===== src/rtl/vram_arbiter.sv =====
// Arbitrates bg/obj/cpu fetch ports onto one VRAM BRAM (priority obj > bg > cpu); uncontested response READ_LATENCY+2 edges after capture.
// Backpressure: one outstanding request per port, busy_out high from capture until the response pulse; valid is ignored while busy.
module vram_arbiter #(
    parameter int READ_LATENCY = 1
) (
    input  logic        clk_in,
    input  logic        rst_in,
    input  logic [1:0]  ppu_mode_in,
    input  logic [15:0] bg_addr_in,
    input  logic        bg_valid_in,
    output logic [7:0]  bg_data_out,
    output logic        bg_data_valid_out,
    output logic        bg_busy_out,
    input  logic [15:0] obj_addr_in,
    input  logic        obj_valid_in,
    output logic [7:0]  obj_data_out,
    output logic        obj_data_valid_out,
    output logic        obj_busy_out,
    input  logic [15:0] cpu_addr_in,
    input  logic        cpu_valid_in,
    input  logic        cpu_we_in,
    input  logic [7:0]  cpu_wdata_in,
    output logic [7:0]  cpu_data_out,
    output logic        cpu_data_valid_out,
    output logic        cpu_busy_out,
    output logic [12:0] vram_addr_out,
    output logic        vram_en_out,
    output logic        vram_we_out,
    output logic [7:0]  vram_wdata_out,
    input  logic [7:0]  vram_rdata_in
);
    localparam int RL = READ_LATENCY;
    localparam logic [1:0] ID_BG  = 2'd0;
    localparam logic [1:0] ID_OBJ = 2'd1;
    localparam logic [1:0] ID_CPU = 2'd2;

    logic [2:0]        pend_q, pend_d, oor_q, oor_d, busy_q, busy_d;
    logic [2:0]        dvld_q, dvld_d, byp_q, byp_d;
    logic [2:0][12:0]  addr_q, addr_d;
    logic [2:0][7:0]   data_q, data_d, byp_dat_q, byp_dat_d;
    logic              cpu_we_q, cpu_we_d;
    logic [7:0]        cpu_wdata_q, cpu_wdata_d;
    logic [RL:0]       tag_vld_q, tag_vld_d, tag_we_q, tag_we_d;
    logic [RL:0][1:0]  tag_id_q, tag_id_d;
    logic              vram_en_q, vram_en_d, vram_we_q, vram_we_d;
    logic [12:0]       vram_addr_q, vram_addr_d;
    logic [7:0]        vram_wdata_q, vram_wdata_d;
    logic [2:0]        req_vld;
    logic [2:0][15:0]  req_addr;
    logic              grant;
    logic [1:0]        gnt_id;

    assign req_vld  = {cpu_valid_in, obj_valid_in, bg_valid_in};
    assign req_addr = {cpu_addr_in, obj_addr_in, bg_addr_in};

    always_comb begin
        pend_d       = pend_q;
        oor_d        = oor_q;
        busy_d       = busy_q;
        addr_d       = addr_q;
        data_d       = data_q;
        dvld_d       = '0;
        byp_d        = '0;
        byp_dat_d    = byp_dat_q;
        cpu_we_d     = cpu_we_q;
        cpu_wdata_d  = cpu_wdata_q;
        tag_vld_d    = {tag_vld_q[RL-1:0], 1'b0};
        tag_we_d     = {tag_we_q[RL-1:0], 1'b0};
        tag_id_d     = {tag_id_q[RL-1:0], 2'b00};
        vram_en_d    = 1'b0;
        vram_we_d    = 1'b0;
        vram_addr_d  = '0;
        vram_wdata_d = '0;
        grant        = 1'b0;
        gnt_id       = ID_BG;

        if (tag_vld_q[RL]) begin
            dvld_d[tag_id_q[RL]] = 1'b1;
            busy_d[tag_id_q[RL]] = 1'b0;
            data_d[tag_id_q[RL]] = tag_we_q[RL] ? 8'h00 : vram_rdata_in;
        end

        // Bypassed responses (out-of-range or blocked CPU) land one edge after resolution.
        for (int r = 0; r < 3; r++) begin
            if (byp_q[r]) begin
                dvld_d[r] = 1'b1;
                busy_d[r] = 1'b0;
                data_d[r] = byp_dat_q[r];
            end
            if (pend_q[r] && oor_q[r]) begin
                pend_d[r]    = 1'b0;
                byp_d[r]     = 1'b1;
                byp_dat_d[r] = 8'hFF;
            end
        end

        if (pend_q[ID_OBJ] && !oor_q[ID_OBJ]) begin
            grant  = 1'b1;
            gnt_id = ID_OBJ;
        end else if (pend_q[ID_BG] && !oor_q[ID_BG]) begin
            grant  = 1'b1;
            gnt_id = ID_BG;
        end else if (pend_q[ID_CPU] && !oor_q[ID_CPU]) begin
            pend_d[ID_CPU] = 1'b0;
            if (ppu_mode_in == 2'd3) begin
                byp_d[ID_CPU]     = 1'b1;
                byp_dat_d[ID_CPU] = cpu_we_q ? 8'h00 : 8'hFF;
            end else begin
                grant  = 1'b1;
                gnt_id = ID_CPU;
            end
        end

        if (grant) begin
            pend_d[gnt_id] = 1'b0;
            vram_en_d      = 1'b1;
            vram_addr_d    = addr_q[gnt_id];
            vram_we_d      = (gnt_id == ID_CPU) && cpu_we_q;
            vram_wdata_d   = vram_we_d ? cpu_wdata_q : 8'h00;
            tag_vld_d[0]   = 1'b1;
            tag_id_d[0]    = gnt_id;
            tag_we_d[0]    = vram_we_d;
        end

        for (int r = 0; r < 3; r++) begin
            if (req_vld[r] && !busy_q[r]) begin
                pend_d[r] = 1'b1;
                busy_d[r] = 1'b1;
                addr_d[r] = req_addr[r][12:0];
                oor_d[r]  = (req_addr[r][15:13] != 3'b100);
            end
        end
        if (cpu_valid_in && !busy_q[ID_CPU]) begin
            cpu_we_d    = cpu_we_in;
            cpu_wdata_d = cpu_wdata_in;
        end
    end

    always_ff @(posedge clk_in or posedge rst_in) begin
        if (rst_in) begin
            pend_q       <= '0;
            oor_q        <= '0;
            busy_q       <= '0;
            addr_q       <= '0;
            data_q       <= '0;
            dvld_q       <= '0;
            byp_q        <= '0;
            byp_dat_q    <= '0;
            cpu_we_q     <= 1'b0;
            cpu_wdata_q  <= '0;
            tag_vld_q    <= '0;
            tag_we_q     <= '0;
            tag_id_q     <= '0;
            vram_en_q    <= 1'b0;
            vram_we_q    <= 1'b0;
            vram_addr_q  <= '0;
            vram_wdata_q <= '0;
        end else begin
            pend_q       <= pend_d;
            oor_q        <= oor_d;
            busy_q       <= busy_d;
            addr_q       <= addr_d;
            data_q       <= data_d;
            dvld_q       <= dvld_d;
            byp_q        <= byp_d;
            byp_dat_q    <= byp_dat_d;
            cpu_we_q     <= cpu_we_d;
            cpu_wdata_q  <= cpu_wdata_d;
            tag_vld_q    <= tag_vld_d;
            tag_we_q     <= tag_we_d;
            tag_id_q     <= tag_id_d;
            vram_en_q    <= vram_en_d;
            vram_we_q    <= vram_we_d;
            vram_addr_q  <= vram_addr_d;
            vram_wdata_q <= vram_wdata_d;
        end
    end

    assign bg_data_out        = data_q[ID_BG];
    assign bg_data_valid_out  = dvld_q[ID_BG];
    assign bg_busy_out        = busy_q[ID_BG];
    assign obj_data_out       = data_q[ID_OBJ];
    assign obj_data_valid_out = dvld_q[ID_OBJ];
    assign obj_busy_out       = busy_q[ID_OBJ];
    assign cpu_data_out       = data_q[ID_CPU];
    assign cpu_data_valid_out = dvld_q[ID_CPU];
    assign cpu_busy_out       = busy_q[ID_CPU];
    assign vram_addr_out      = vram_addr_q;
    assign vram_en_out        = vram_en_q;
    assign vram_we_out        = vram_we_q;
    assign vram_wdata_out     = vram_wdata_q;
endmodule


===== config.mk =====
export PLATFORM = sky130hd
export DESIGN_NAME = vram_arbiter
export DESIGN_NICKNAME = d
export VERILOG_FILES = /design/src/rtl/vram_arbiter.sv
export SDC_FILE = /design/constraint.sdc
export NUM_CORES = 1
export LEC_CHECK = 0
export CORE_ASPECT_RATIO = 1.2
export CORE_MARGIN = 3
export CORE_UTILIZATION = 40
export DETAILED_ROUTE_END_ITERATION = 12
export DONT_BUFFER_PORTS = 1
export MAX_ROUTING_LAYER = met4
export REMOVE_ABC_BUFFERS = 1
export SYNTH_ARGS = -nofsm -noshare
export SYNTH_HDL_FRONTEND = slang
export SYNTH_SLANG_ARGS = --single-unit

===== constraint.sdc =====
create_clock -name clk_in -period 7.4 [get_ports clk_in]
set_input_delay 1.85 -clock clk_in [delete_from_list [all_inputs] [get_ports clk_in]]
set_output_delay 1.85 -clock clk_in [all_outputs]
set_load 0.005 [all_outputs]

# Word level (Yosys, flattened, before mapping)
# Cells that the tools add are included.
totals:
  register_bits: 128
  out_inout_bits: 53
op_classes:
  reduce_logical: 24
  mux: 62
  magnitude_cmp: 4
  n_eq_ne: 5
  bitwise: 4
ops:
  columns: ["cell", "n"]
  rows:
  - ["two-way mux 8 bit", 13]
  - ["two-way mux 1 bit", 33]
  - ["binary-select mux 13 bit (select 2 bit)", 1]
  - ["two-way mux 13 bit", 2]
  - ["bitwise mux 24 bit", 1]
  - ["two-way mux 24 bit", 1]
  - ["demux 8 bit (select 2 bit)", 1]
  - ["logical AND 1 bit", 12]
  - ["two-way mux 2 bit", 5]
  - ["two-way mux 3 bit", 3]
  - ["inequality test 3 bit (second input constant)", 3]
  - ["nonzero test 3 bit", 3]
  - ["AND 3 bit", 2]
  - ["logical NOT 1 bit", 6]
  - ["less-than comparator 2 x 3 -> 1 bit (second input constant)", 2]
  - ["NOT 3 bit", 2]
  - ["nonzero test 2 bit", 3]
  - ["demux 1 bit (select 2 bit)", 2]
  - ["== test 2 bit (second input constant)", 2]
  - ["greater-or-equal comparator 2 x 1 -> 1 bit (second input constant)", 2]

# Depth between registers and ports, before layout
logic_depth:
  word_depth: 13
  ltp_mapped: 6
  mapped_depth_nobuf: 4

# Worst setup path before layout
# OpenSTA, ideal clock, no wires.
synth_timing:
  path_type: "input -> register"
  start: "in cpu_valid_in"
  end: "reg addr_q[26] (netlist name)"
  path_stages: 4
  t_required_ps: 7272
  arrival_time_ps: 2675
  setup_slack_ps: 4597
  path_cell_list: "nor2b_1 buf_2 buf_2 mux2_1"
synth_via:
  elab_chain_len: 1
synth_lines:
  columns: ["element", "line", "rtl"]
  rows:
  - ["from (decl)", "20", "input logic cpu_valid_in,"]
  - ["logical AND 1 bit", "126", "if (req_vld[r] && !busy_q[r]) begin"]
  - ["to (signal assigned)", "162", "addr_q <= addr_d;"]
  - ["to (decl)", "39", "logic [2:0][12:0] addr_q, addr_d;"]
# Every way passes these cells.
# A chain may end at the register's enable or synchronous reset.

==> impl_results.md <==
- Status: finished clean
- CTS buffer count: 17
- DRC errors left: 0
- CP max FO: 17
- Yosys warning count: 0
- Final Non-Filler Cells: 563
- Clock network power share: 35.5%
- Top cells by area, synth: dfrtp_1 63%, mux2_1 11%, a21oi_1 2.6%, nand2_1 1.9%, mux2i_1 1.8%
- Final setup vio count: 0
- Reg2reg path depth: 4
- Pre-CTS setup slack: 4.22 ns
- Post-CTS Repair Setup Buffers: 0
- Fillers: 1,135
- Multi-input logic area: 1740 µm²
- Syn-to-layout area delta: 14.1%
- Internal: 1.67 mW
- Unique masters post-synth: 39
- Mean Syn Cell Area: 12.9 µm²
- Sequential share of power: 47.6%
- DP Cell Count: 528
- Final GP Congestion: 0.752
- Final period utilization: 37.1%
- CP startpoint: ppu_mode_in[0]
- Worst Setup End Kind: flop
- Post-synthesis register bit count: 126
- Area share of fa/ha/maj cells after synthesis: 0%
- Met2 WL post-DR: 5580 µm
- Max Slew Vio Count: 0
- Total GRT Usage: 16.7%
- Worst EP arrival: 3.09 ns
- IO Pins: 125
- Initial antenna violation count: 4
- Compound-Gate Fraction of Synth Area: 9.84%
- Worst-Margin Slew: 0.941 ns
- Reg2reg start: oor_q[1]
- Post-synthesis sequential area ratio: 62.6%
- Layout Skew: 0.00815 ns
- Drt wl/cell: 19.0 µm
- Sequential cell area: 3150 µm²
- Main combinational cell family by area after synthesis: multiplexers
- Worst skew pair latency: 0.40 ns
- Met1 Wirelength: 4330 µm
- Worst hold path startpoint: tag_id_d[2]
- Crit-path cells: nand2_1 > nor4b_4 > o31a_1
- Overflow after GRT: 0
- Routed vias: 2,955
- Max-slew headroom: 37.0%
- Crit path required time: 7.74 ns
- Largest net degree at the start of global routing: 67
- Die H: 129 µm
- RSZ-0062 raised after global routing: false
- Post-synthesis mux area share: 12.5%
- Final HPWL from detailed placement: 7310 µm
- Clock slew at reported path FFs: 0.06 ns
- Core Rows: 44
- Core box area: 12,200 µm²
- CP Class: in2reg
- Crit start category: input port
- Comb power frac: 16.8%
- PnR Total Power: 2.30 mW
- Worst setup margin: 4.65 ns
- CTS tree: yes
- Class of the worst hold path: reg2reg
- FMAX: 364 MHz
- Antenna Nets Post-Route: 0
- WHS: 0.345 ns
- Slowest CP cell: nor4b_4
- Post-CTS resize count: 0
- PwrDens: 400 nW/µm²
- Worst path max stage delay: 0.61 ns
- R2r setup slk: 5.64 ns
- Net Sw Power: 0.630 mW
- H-Tree Level Count: 4
- Post-Synth XOR/XNOR Area: 0%
- Die area: 14,000 µm²
- Hold_buf cts: 0
- Mapped Cells: 389
- Finished Cell Area: 5750 µm²
- Input/output buffers: 0
- Final nets: 458
- Mapped cell area: 5030 µm²
- Final setup TNS: 0 ns
- Final core occ: 47.0%
- CTS root buf: clkbuf_16
- Share of layout cells above drive strength 1: 12.1%
- First-pass GRT wire length: 17,200 µm
- DR WL met3: 674 µm
- Maximum VDD drop: 154 µV
- Worst setup endpoint: byp_dat_q[22]
- Final Routed Wirelength: 10,700 µm
- Max-cap violations: 0
- Initial cell density of the core: 41.2%
- Area leader, netlist: dfrtp_1
- TritonRoute pass-1 iters: 4
- Post-synthesis simple-gate area fraction: 12.1%
- Sw Ratio: 27.4%
- Vias in the first global route: 3,142
- Final Hold Viols: 0
- Vias per cell: 5.25
- Maximum root-to-sink buffer count: 2
- DR iter-0 viols: 158
- R2r endpoint: byp_dat_q[18]
- Clk sink count: 126
- Post-placement cell area: 5150 µm²
- Static leakage: 2.40 nW
- Min Tclk post-route: 2.75 ns
- Top Layer Used: met4
- Share of the synthesized area in the top cell type: 62.6%
- Die X: 108 µm
==> power groups by stage <==
stage	Clock (mW)	Combinational, mW	Sequential (mW)
final	0.818	0.387	1.10
after global routing	0.871	0.437	1.13
after CTS	0.840	0.397	1.10
after detailed placement	0	0.394	1.11
after global placement	0	0.378	1.10
after floorplan	0	0.320	1.05
==> cell usage after synthesis, drive strengths merged <==
master,number
a211oi,2
a21o,2
a21oi,26
a2bb2oi,14
a31oi,3
and2,4
and3,1
and3b,1
and4,8
buf,19
clkbuf,7
dfrtp,126
inv,5
mux2,48
mux2i,9
nand2,25
nand2b,5
nand3b,1
nand4,14
nor2,23
nor2b,14
nor3,5
nor3b,1
nor4b,1
o21a,1
o21ai,9
o21bai,3
o31a,8
or2,2
or3b,1
or4,1
==> kinds of logic after synthesis <==
family                 after synthesis
AO/OA/AOI/OAI                       68
buffers and inverters               31
flip-flops                         126
multiplexers                        57
AND/OR/NAND/NOR                    107
==> how the worst min path moves through the flow <==
stage | to | cells past startpoint
2_1_floorplan | tag_id_q[2] | 0
3_3_place_gp | tag_id_q[2] | 0
3_5_place_dp | tag_id_q[2] | 0
4_1_cts | tag_id_q[2] | 0
5_1_grt | tag_id_q[2] | 0
6_report | tag_id_q[2] | 0
==> per-layer routing <==
metal / up-vias / global-route usage, %
met5: - / -
met4: 0 / 6.24
met3: 12 / 6.02
met2: 88 / 26.7
met1: 1466 / 19.2
li1: 1389 / -
==> critical path, delay by kind of cell <==
kind / cells / cell delay (ns)
AO/OA/AOI/OAI: 1 / 0.20
AND/OR/NAND/NOR: 2 / 1.03
==> layout make-up <==
type | instances | share of cell area [%]
clock buffer | 23 | 8.14
inverter | 5 | 0.414
timing repair buffer | 4 | 0.523
clock inverter | 7 | 1.96
tap | 161 | 3.51
multi-input combinational | 232 | 30.4
sequential | 126 | 54.9
antenna | 5 | 0.218
==> cells in the final DEF, fill, tap and decap left out, types with 5 or more instances in the layout <==
master / synthesis / layout
a21oi_1: 26 / 26
nand4_1: 14 / 14
nor2_1: 22 / 22
mux2_1: 48 / 48
o31a_1: 8 / 8
nor3_1: 5 / 5
a2bb2oi_2: 6 / 6
and4_1: 8 / 8
dfrtp_1: 126 / 126
nand2_1: 25 / 25
nor2b_1: 14 / 10
mux2i_1: 9 / 9
diode_2: 0 / 5
clkbuf_16: 0 / 17
a2bb2oi_1: 8 / 8
o21ai_1: 9 / 9
==> registers in the layout (all words and copies together) (netlist names), 3 cells and up <==
register and cells:
byp_dat_q 10, addr_q 39, busy_q 3, bg_data_out 8, pend_q 3, dvld_q 3
byp_q 3, vram_wdata_out 8, cpu_data_out 8, oor_q 3, vram_addr_out 13, cpu_wdata_q 8
obj_data_out 8
Note: power is estimated with default switching activity, not from simulation.
